--- src/rtl/axis_trigger_source_if.sv ---
// AXI-Stream bundle carried between the trigger source and its downstream sink.
// The master drives data/valid/last and the slave answers with ready.
interface axis_trigger_source_if #(
    parameter int AXIS_TDATA_WIDTH = 32
);
    logic [AXIS_TDATA_WIDTH-1:0] tdata;
    logic                        tvalid;
    logic                        tready;
    logic                        tlast;

    modport master (
        output tdata,
        output tvalid,
        output tlast,
        input  tready
    );

    modport slave (
        input  tdata,
        input  tvalid,
        input  tlast,
        output tready
    );
endinterface

--- src/rtl/axis_trigger_source.sv ---
// Trigger-driven AXI-Stream word replayer.
// A rising edge on trig_flag captures a data word and a beat count. The word is
// then sent that many times on the stream, with tlast on the final beat. Edges
// that arrive while a burst is in flight are dropped rather than queued.
module axis_trigger_source #(
    parameter int AXIS_TDATA_WIDTH = 32,
    parameter int CNTR_WIDTH       = 16
) (
    input  logic                        aclk,
    input  logic                        areset,
    input  logic                        trig_flag,
    input  logic [AXIS_TDATA_WIDTH-1:0] data,
    input  logic [CNTR_WIDTH-1:0]       cfg_count,
    axis_trigger_source_if.master       m_axis,
    output logic                        busy,
    output logic                        done
);

    typedef enum logic [1:0] {
        ST_IDLE = 2'd0,
        ST_SEND = 2'd1,
        ST_DONE = 2'd2
    } state_t;

    localparam logic [CNTR_WIDTH-1:0] CNT_ONE = CNTR_WIDTH'(1);
    localparam logic [CNTR_WIDTH-1:0] CNT_TWO = CNTR_WIDTH'(2);

    state_t                      r_state;
    logic                        r_trig_q;
    logic [AXIS_TDATA_WIDTH-1:0] r_data;
    logic [CNTR_WIDTH-1:0]       r_cnt;
    logic                        r_tvalid;
    logic                        r_tlast;
    logic                        r_busy;
    logic                        r_done;

    logic w_trig_edge;
    logic w_cfg_nonzero;
    logic w_accept;
    logic w_handshake;
    logic w_last_beat;

    // A trigger is accepted only outside SEND and only when it asks for at
    // least one beat; a zero-length request leaves the block where it was.
    assign w_trig_edge   = trig_flag & ~r_trig_q;
    assign w_cfg_nonzero = |cfg_count;
    assign w_accept      = w_trig_edge & w_cfg_nonzero & (r_state != ST_SEND);
    assign w_handshake   = r_tvalid & m_axis.tready;
    assign w_last_beat   = (r_cnt == CNT_ONE);

    // Stream outputs come straight from flops, so tready never reaches tvalid
    // or tdata combinationally and a stalled beat is held unchanged.
    assign m_axis.tdata  = r_data;
    assign m_axis.tvalid = r_tvalid;
    assign m_axis.tlast  = r_tlast;
    assign busy          = r_busy;
    assign done          = r_done;

    // Control FSM with edge detector, beat counter and registered outputs.
    // Reset is asynchronous so an in-flight burst is cut off immediately.
    always_ff @(posedge aclk or posedge areset) begin
        if (areset) begin
            r_state  <= ST_IDLE;
            r_trig_q <= 1'b0;
            r_data   <= '0;
            r_cnt    <= '0;
            r_tvalid <= 1'b0;
            r_tlast  <= 1'b0;
            r_busy   <= 1'b0;
            r_done   <= 1'b0;
        end else begin
            r_trig_q <= trig_flag;
            case (r_state)
                ST_IDLE, ST_DONE: begin
                    if (w_accept) begin
                        r_state  <= ST_SEND;
                        r_data   <= data;
                        r_cnt    <= cfg_count;
                        r_tvalid <= 1'b1;
                        r_tlast  <= (cfg_count == CNT_ONE);
                        r_busy   <= 1'b1;
                        r_done   <= 1'b0;
                    end
                end
                ST_SEND: begin
                    if (w_handshake) begin
                        r_cnt <= r_cnt - CNT_ONE;
                        if (w_last_beat) begin
                            // Exit on cnt==1 so the counter never wraps,
                            // even for the largest programmable count.
                            r_state  <= ST_DONE;
                            r_tvalid <= 1'b0;
                            r_tlast  <= 1'b0;
                            r_busy   <= 1'b0;
                            r_done   <= 1'b1;
                        end else begin
                            // The next beat is the last one when two remain now.
                            r_tlast <= (r_cnt == CNT_TWO);
                        end
                    end
                end
                default: begin
                    r_state  <= ST_IDLE;
                    r_tvalid <= 1'b0;
                    r_tlast  <= 1'b0;
                    r_busy   <= 1'b0;
                    r_done   <= 1'b0;
                end
            endcase
        end
    end

endmodule

--- src/flat_wrapper.sv ---
// flat-port wrapper written by rule: the top's interface ports become plain ports
module axis_trigger_source_flat 
#(
    parameter int AXIS_TDATA_WIDTH = 32,
    parameter int CNTR_WIDTH       = 16
)
  (aclk, areset, trig_flag, data, cfg_count, busy, done, m_axis_tdata, m_axis_tvalid, m_axis_tlast, m_axis_tready);
  axis_trigger_source_if #(.AXIS_TDATA_WIDTH(AXIS_TDATA_WIDTH)) m_axis_i ();
  input  logic aclk;
  input  logic areset;
  input  logic trig_flag;
  input  logic [AXIS_TDATA_WIDTH-1:0] data;
  input  logic [CNTR_WIDTH-1:0] cfg_count;
  output logic busy;
  output logic done;
  output wire logic [$bits(m_axis_i.tdata)-1:0] m_axis_tdata;
  output wire logic [$bits(m_axis_i.tvalid)-1:0] m_axis_tvalid;
  output wire logic [$bits(m_axis_i.tlast)-1:0] m_axis_tlast;
  input wire logic [$bits(m_axis_i.tready)-1:0] m_axis_tready;
  assign m_axis_tdata = m_axis_i.tdata;
  assign m_axis_tvalid = m_axis_i.tvalid;
  assign m_axis_tlast = m_axis_i.tlast;
  assign m_axis_i.tready = m_axis_tready;
  axis_trigger_source #(.AXIS_TDATA_WIDTH(AXIS_TDATA_WIDTH), .CNTR_WIDTH(CNTR_WIDTH)) u_core (.aclk(aclk), .areset(areset), .trig_flag(trig_flag), .data(data), .cfg_count(cfg_count), .m_axis(m_axis_i), .busy(busy), .done(done));
endmodule
--- config.mk ---
export PLATFORM = sky130hd
export DESIGN_NAME = axis_trigger_source_flat
export DESIGN_NICKNAME = d
export VERILOG_FILES = /design/src/rtl/axis_trigger_source_if.sv /design/src/rtl/axis_trigger_source.sv /design/src/flat_wrapper.sv
export SDC_FILE = /design/constraint.sdc
export NUM_CORES = 1
export LEC_CHECK = 0
export BUFFER_PORTS_ARGS = -buffer_cell sky130_fd_sc_hd__buf_2
export CORE_MARGIN = 3
export CORE_UTILIZATION = 45
export CTS_CLUSTER_DIAMETER = 30
export DETAILED_ROUTE_END_ITERATION = 10
export GPL_TIMING_DRIVEN = 0
export PLACE_DENSITY = 0.73
export SETUP_SLACK_MARGIN = 0.05
export SLEW_MARGIN = 5
export SYNTH_ARGS = -nofsm -noshare
export SYNTH_HDL_FRONTEND = slang
export SYNTH_SLANG_ARGS = --single-unit
--- constraint.sdc ---
create_clock -name aclk -period 2.78 [get_ports aclk]
set_input_delay 0.278 -clock aclk [delete_from_list [all_inputs] [get_ports aclk]]
set_output_delay 0.278 -clock aclk [all_outputs]
set_load 0.05 [all_outputs]
Yosys cells after proc, flatten, opt, wreduce, memory -nomap -nowiden. Index checks and enable logic that the tools add are counted.

Add/subtract/negate cells: 1. Multipliers: 0. Divide/modulo/power cells: 0. Magnitude comparators: 0. Eq/ne operators: 9. Shift operators: 0. Muxes and demuxes: 19. Bitwise logic cells: 5. Reductions and logical operators: 8.

Operators by type and width (number): $eq A16 B1 Y1 const B (2); $mux W16 (2); $pmux W16 S2 (1); $eq A16 B2 Y1 const B (1); $reduce_or A16 Y1 (1); $sub A16 B1 Y16 const B (1); $mux W1 (9); $ne A2 B1 Y1 const B (4); $mux W2 (3); $pmux W1 S2 (3); $reduce_and A3 Y1 (2); $and A1 B1 Y1 (4); $pmux W2 S2 (1); $reduce_and A2 Y1 (2); $eq A2 B1 Y1 const B (1); $eq A2 B2 Y1 const B (1); $logic_not A2 Y1 (1); $reduce_bool A2 Y1 (1); $reduce_or A2 Y1 (1); $not A1 Y1 (1).

Flip-flop bits (word level): 54. Bits in latches: 0. RAM bits: 0. Memory bits (read-only): 0. Bits of input ports: 52. Output and inout bits: 36. Word-level logic and storage cells: 49. Memories kept: 0.

Depth between registers and ports, before layout.
Depth in word-level cells: 6. Depth in mapped cells: 7. Gate-level depth less buffers: 7.

Least setup slack after synthesis. No wires, ideal clock.

Kind: reg-to-reg. Start point: register u_core.r_cnt[0]. End point: register u_core.r_cnt[12]. Library setup time: 79 ps. Arrival time: 2033 ps. Required time: 2701 ps. Setup slack: 668 ps. Cell stages (with the launch flop): 8. Buffers on the path: 0. Clock period less this slack: 2112 ps. Cell sequence: dfrtp_1 inv_1 ha_1 nor3b_1 nand2_1 or4_1 a21oi_1 a2bb2oi_1.

Cells in the longest elaborated chain, start to end: 3.

Ends and longest elaborated chain: from (decl) (RTL line axis_trigger_source.sv:31) `logic [CNTR_WIDTH-1:0] r_cnt;`; from (signal assigned) (RTL line axis_trigger_source.sv:78) `r_cnt <= cfg_count;`; from (signal assigned) (RTL line axis_trigger_source.sv:87) `r_cnt <= r_cnt - CNT_ONE;`; $sub A16 B1 Y16 (RTL line axis_trigger_source.sv:87); $mux W16 (RTL line axis_trigger_source.sv:86) `if (w_handshake) begin`; $pmux W16 S2 (RTL line axis_trigger_source.sv:73) `case (r_state)`.

Every way passes these cells. The select of a mux whose other input is x is not followed. A chain may end at the register's enable or synchronous reset.

Final worst setup path. Same ends and word-level chain as after synthesis.

==> summary.md <==
| Metric | Value |
|---|---|
| Pleak | `0.001443 uW` |
| Initial antenna violation count | `0` |
| Top cells by area, synth | `dfrtp_1 (53%), mux2_2 (14%), a21oi_1 (3.0%), nor2_1 (2.7%), o21ai_0 (2.6%)` |
| Final wirelength | `between 6 and 7 mm` |
| Ys async rst share | `100.0%` |
| Layout area overhead | `26.11%` |
| Crit share post-route | `83.34%` |
| Clock Path Buffers | `2` |
| Max incr delay on CP | `roughly 550 ps` |
| Xor and xnor area share after synthesis | `0%` |
| Hold Crit Class | `in -> async` |
| Final Hold Fails | `0` |
| CTS Buf Count | `5` |
| Skew final | `about 11 ps` |
| CORE AREA | `5270 um^2` |
| Clk root buf | `clkbuf_8` |
| Synth Area per Inst | `11.12 um^2` |
| Status | `complete, no violations` |
| Die extent in x | `80.91 um` |
| Cell Chain, Critical Path | `inv_1, ha_1, nor3b_2, nand2_1, or4_1, a21oi_1, a2bb2oi_1` |
| Prevailing post-synth register cell | `dfrtp_1` |
| First-pass GRT wire length | `between 9 and 10 mm` |
| Hold Buf Count CTS | `0` |
| Met1 usage in global routing | `25.55%` |
| Final Power | `2872 uW` |
| Worst path bufs/invs | `1` |
| CP Max Fanout | `7` |
| Port Buffers | `87` |
| Post-synthesis compound-gate area fraction | `13.23%` |
| Adder-Cell Fraction of Synth Area | `1.487%` |
| Routed vias/inst | `5.415` |
| VDD IR max | `about 450 uV` |
| M3 GR Usage | `3.548%` |
| Cells after synthesis | `227` |
| Post-synth EDFFs | `0` |
| Share of cells above drive strength 1 | `44.58%` |
| H-tree depth | `2` |
| #FFs+latches synth | `53` |
| Row count | `26` |
| Endpoints failing setup | `0` |
| Crit path DAT | `2540 ps` |
| Max-cap check violation count | `0` |
| Full die area | `approximately 6500 um^2` |
| Slew @ Worst Pin | `571.5 ps` |
| RSZ-0062 raised after global routing | `false` |
| Nets | `between 300 and 400` |
| CP max-delay cell | `or4_1` |
| Number of global-route vias before repair | `2021` |
| Postcts setup bufs | `0` |
| Crit path capture type | `flop` |
| Mapped Nets | `approximately 280` |
| Post-synthesis mux area share | `14.27%` |
| M2 GR Usage | `approximately 29%` |
| Post-synthesis simple-gate area fraction | `15.91%` |
| CTS tree | `built` |
| Die height | `80.91 um` |
| Synth area leader | `dfrtp_1` |
| Final Max Slew Viols | `0` |
| TritonCTS Sinks | `53` |
| Ys Warns | `0` |
| Worst setup SP type | `flop` |
| Worst-path clk slew | `about 100 ps` |
| Largest net degree at the start of global routing | `30` |
| Sequential area share after synthesis | `52.53%` |
| Drt wl/cell | `15.47 um` |
| FMAX | `0.4316 GHz` |
| Pwr dens | `901.9 nW/um^2` |
| CTS resizes | `0` |
| Drt pass-1 iters | `4` |
| Crit path max-delay family | `simple AND/OR/NAND/NOR gates` |
| Gr busiest metal | `met2` |
| DRT antenna net count | `0` |
| Clock Latency Late Sink | `300 ps` |
| Antenna cell count | `0` |
| Vias | `2128` |
| Max-slew headroom | `around three fifths` |
| Gr ovfl total | `0` |
| GPL Wtd Cong | `0.8817` |
| Residual DRC count | `0` |
| Starting Density | `around 48%` |
| Hpwl dp | `around 4.6 mm` |
| Crit path required time | `3010 ps` |
| Fin crit period | `roughly 2300 ps` |
| Setup TNS | `0 ps` |
| Post-synth top area share | `between 50% and 60%` |
| GRT Util Overall | `18.49%` |
| # IOs | `just under 90` |
| Hold_ws | `around 14 ps` |
| DR iter-0 viols | `119` |
| Largest family of logic cells by synthesized area | `simple AND/OR/NAND/NOR gates` |
| Critical path class | `reg -> reg` |
| Post-Syn Area | `2525 um^2` |
| Finished Core Util | `between 60% and 70%` |
| Distinct cells, synth | `39` |
[stage by stage]
stage | area (um^2) | cells | setup slack (ps)
4_1_cts | 3179 | 393 | 240.6
6_report | 3184 | 393 | 463.2
5_1_grt | 3184 | 393 | 237.5
3_5_place_dp | 3068 | 385 | 288.8
2_1_floorplan | 2525 | 227 | 667.8
3_3_place_gp | 3048 | 384 | 293.1
[Yosys cell counts, types with 5 or more instances]
cell	count
a21oi_1	15
dfrtp_1	53
nand3_1	5
o21ai_0	13
inv_1	5
mux2_2	32
nor2_1	18
nand2_1	7
nor3_1	8
clkbuf_1	5
nor4_1	8
[placed cells by master, fill, tap and decap left out, types with 4 or more instances in the layout]
master / count
buf_2: 91
dfrtp_1: 53
mux2_2: 32
nor2_1: 18
a21oi_1: 15
o21ai_0: 13
nor4_1: 8
nor3_1: 8
nand2_1: 7
clkbuf_1: 6
nand3_1: 5
clkbuf_8: 5
inv_1: 4
o22a_1: 4
[sequential cells by signal (all words and copies together), names as in the netlist]
signal / cells
u_core.m_axis.tdata: 32
u_core.done: 1
u_core.r_cnt: 16
u_core.m_axis.tlast: 1
u_core.r_state: 2
u_core.r_trig_q: 1
[layout make-up]
| class | count | area [um^2] |
|---|---|---|
| clock inverters | 2 | 38.79 |
| inverters | 5 | 18.77 |
| multi-input cells | 159 | 1139 |
| fillers | 499 | 2086 |
| repair buffers | 88 | 455.4 |
| clock buffers | 6 | 72.57 |
| well taps | 70 | 87.58 |
| plain buffers | 10 | 46.29 |
| flip-flops and latches | 53 | 1326 |
[kinds of logic (layout without fill, tap and decap cells)]
family / after synthesis / count (layout)
and+or+nand+nor: 72 / 72
muxes: 32 / 32
DFF: 53 / 53
AOI/OAI and AO/OA: 52 / 52
buffers and inverters: 15 / 111
adders and majority gates: 3 / 3
[path summary, 6_finish.rpt]
path	depth (start not counted)	startpoint	slack, ps	to
hold / removal	2	areset	10	u_core.r_trig_q$_DFF_PP0_
hold reg to reg	1	u_core.m_axis.tdata[17]$_DFFE_PP0P_	510	u_core.m_axis.tdata[17]$_DFFE_PP0P_
max in group asynchronous	3	areset	2210	u_core.m_axis.tlast$_DFFE_PP0P_
min in group aclk	1	trig_flag	90	u_core.r_trig_q$_DFF_PP0_
setup reg to reg	7	u_core.r_cnt[0]$_DFFE_PP0P_	460	u_core.r_cnt[12]$_DFFE_PP0P_
setup / recovery	7	u_core.r_cnt[0]$_DFFE_PP0P_	460	u_core.r_cnt[12]$_DFFE_PP0P_
[routing by layer]
layer,vias to the layer above,routed length [um]
li1,1033,-
met1,1022,2713
met2,64,2972
met3,9,305
met4,0,90
met5,-,0
[worst reg2reg max path: stages, from the launching register on]
cell       delay (ps)
dfrtp_1           470
inv_1             110
ha_1              180
nor3b_2           340
nand2_1           240
or4_1             550
a21oi_1           190
a2bb2oi_1         170
[report_power, final]
group          leakage, uW  switching, uW  internal [uW]
Clock            0.0000554            254            271
Sequential        0.000626            203           1000
Combinational     0.000761            768            375
Total              0.00144           1230           1650
No activity file was read; power rests on OpenSTA's default activity.
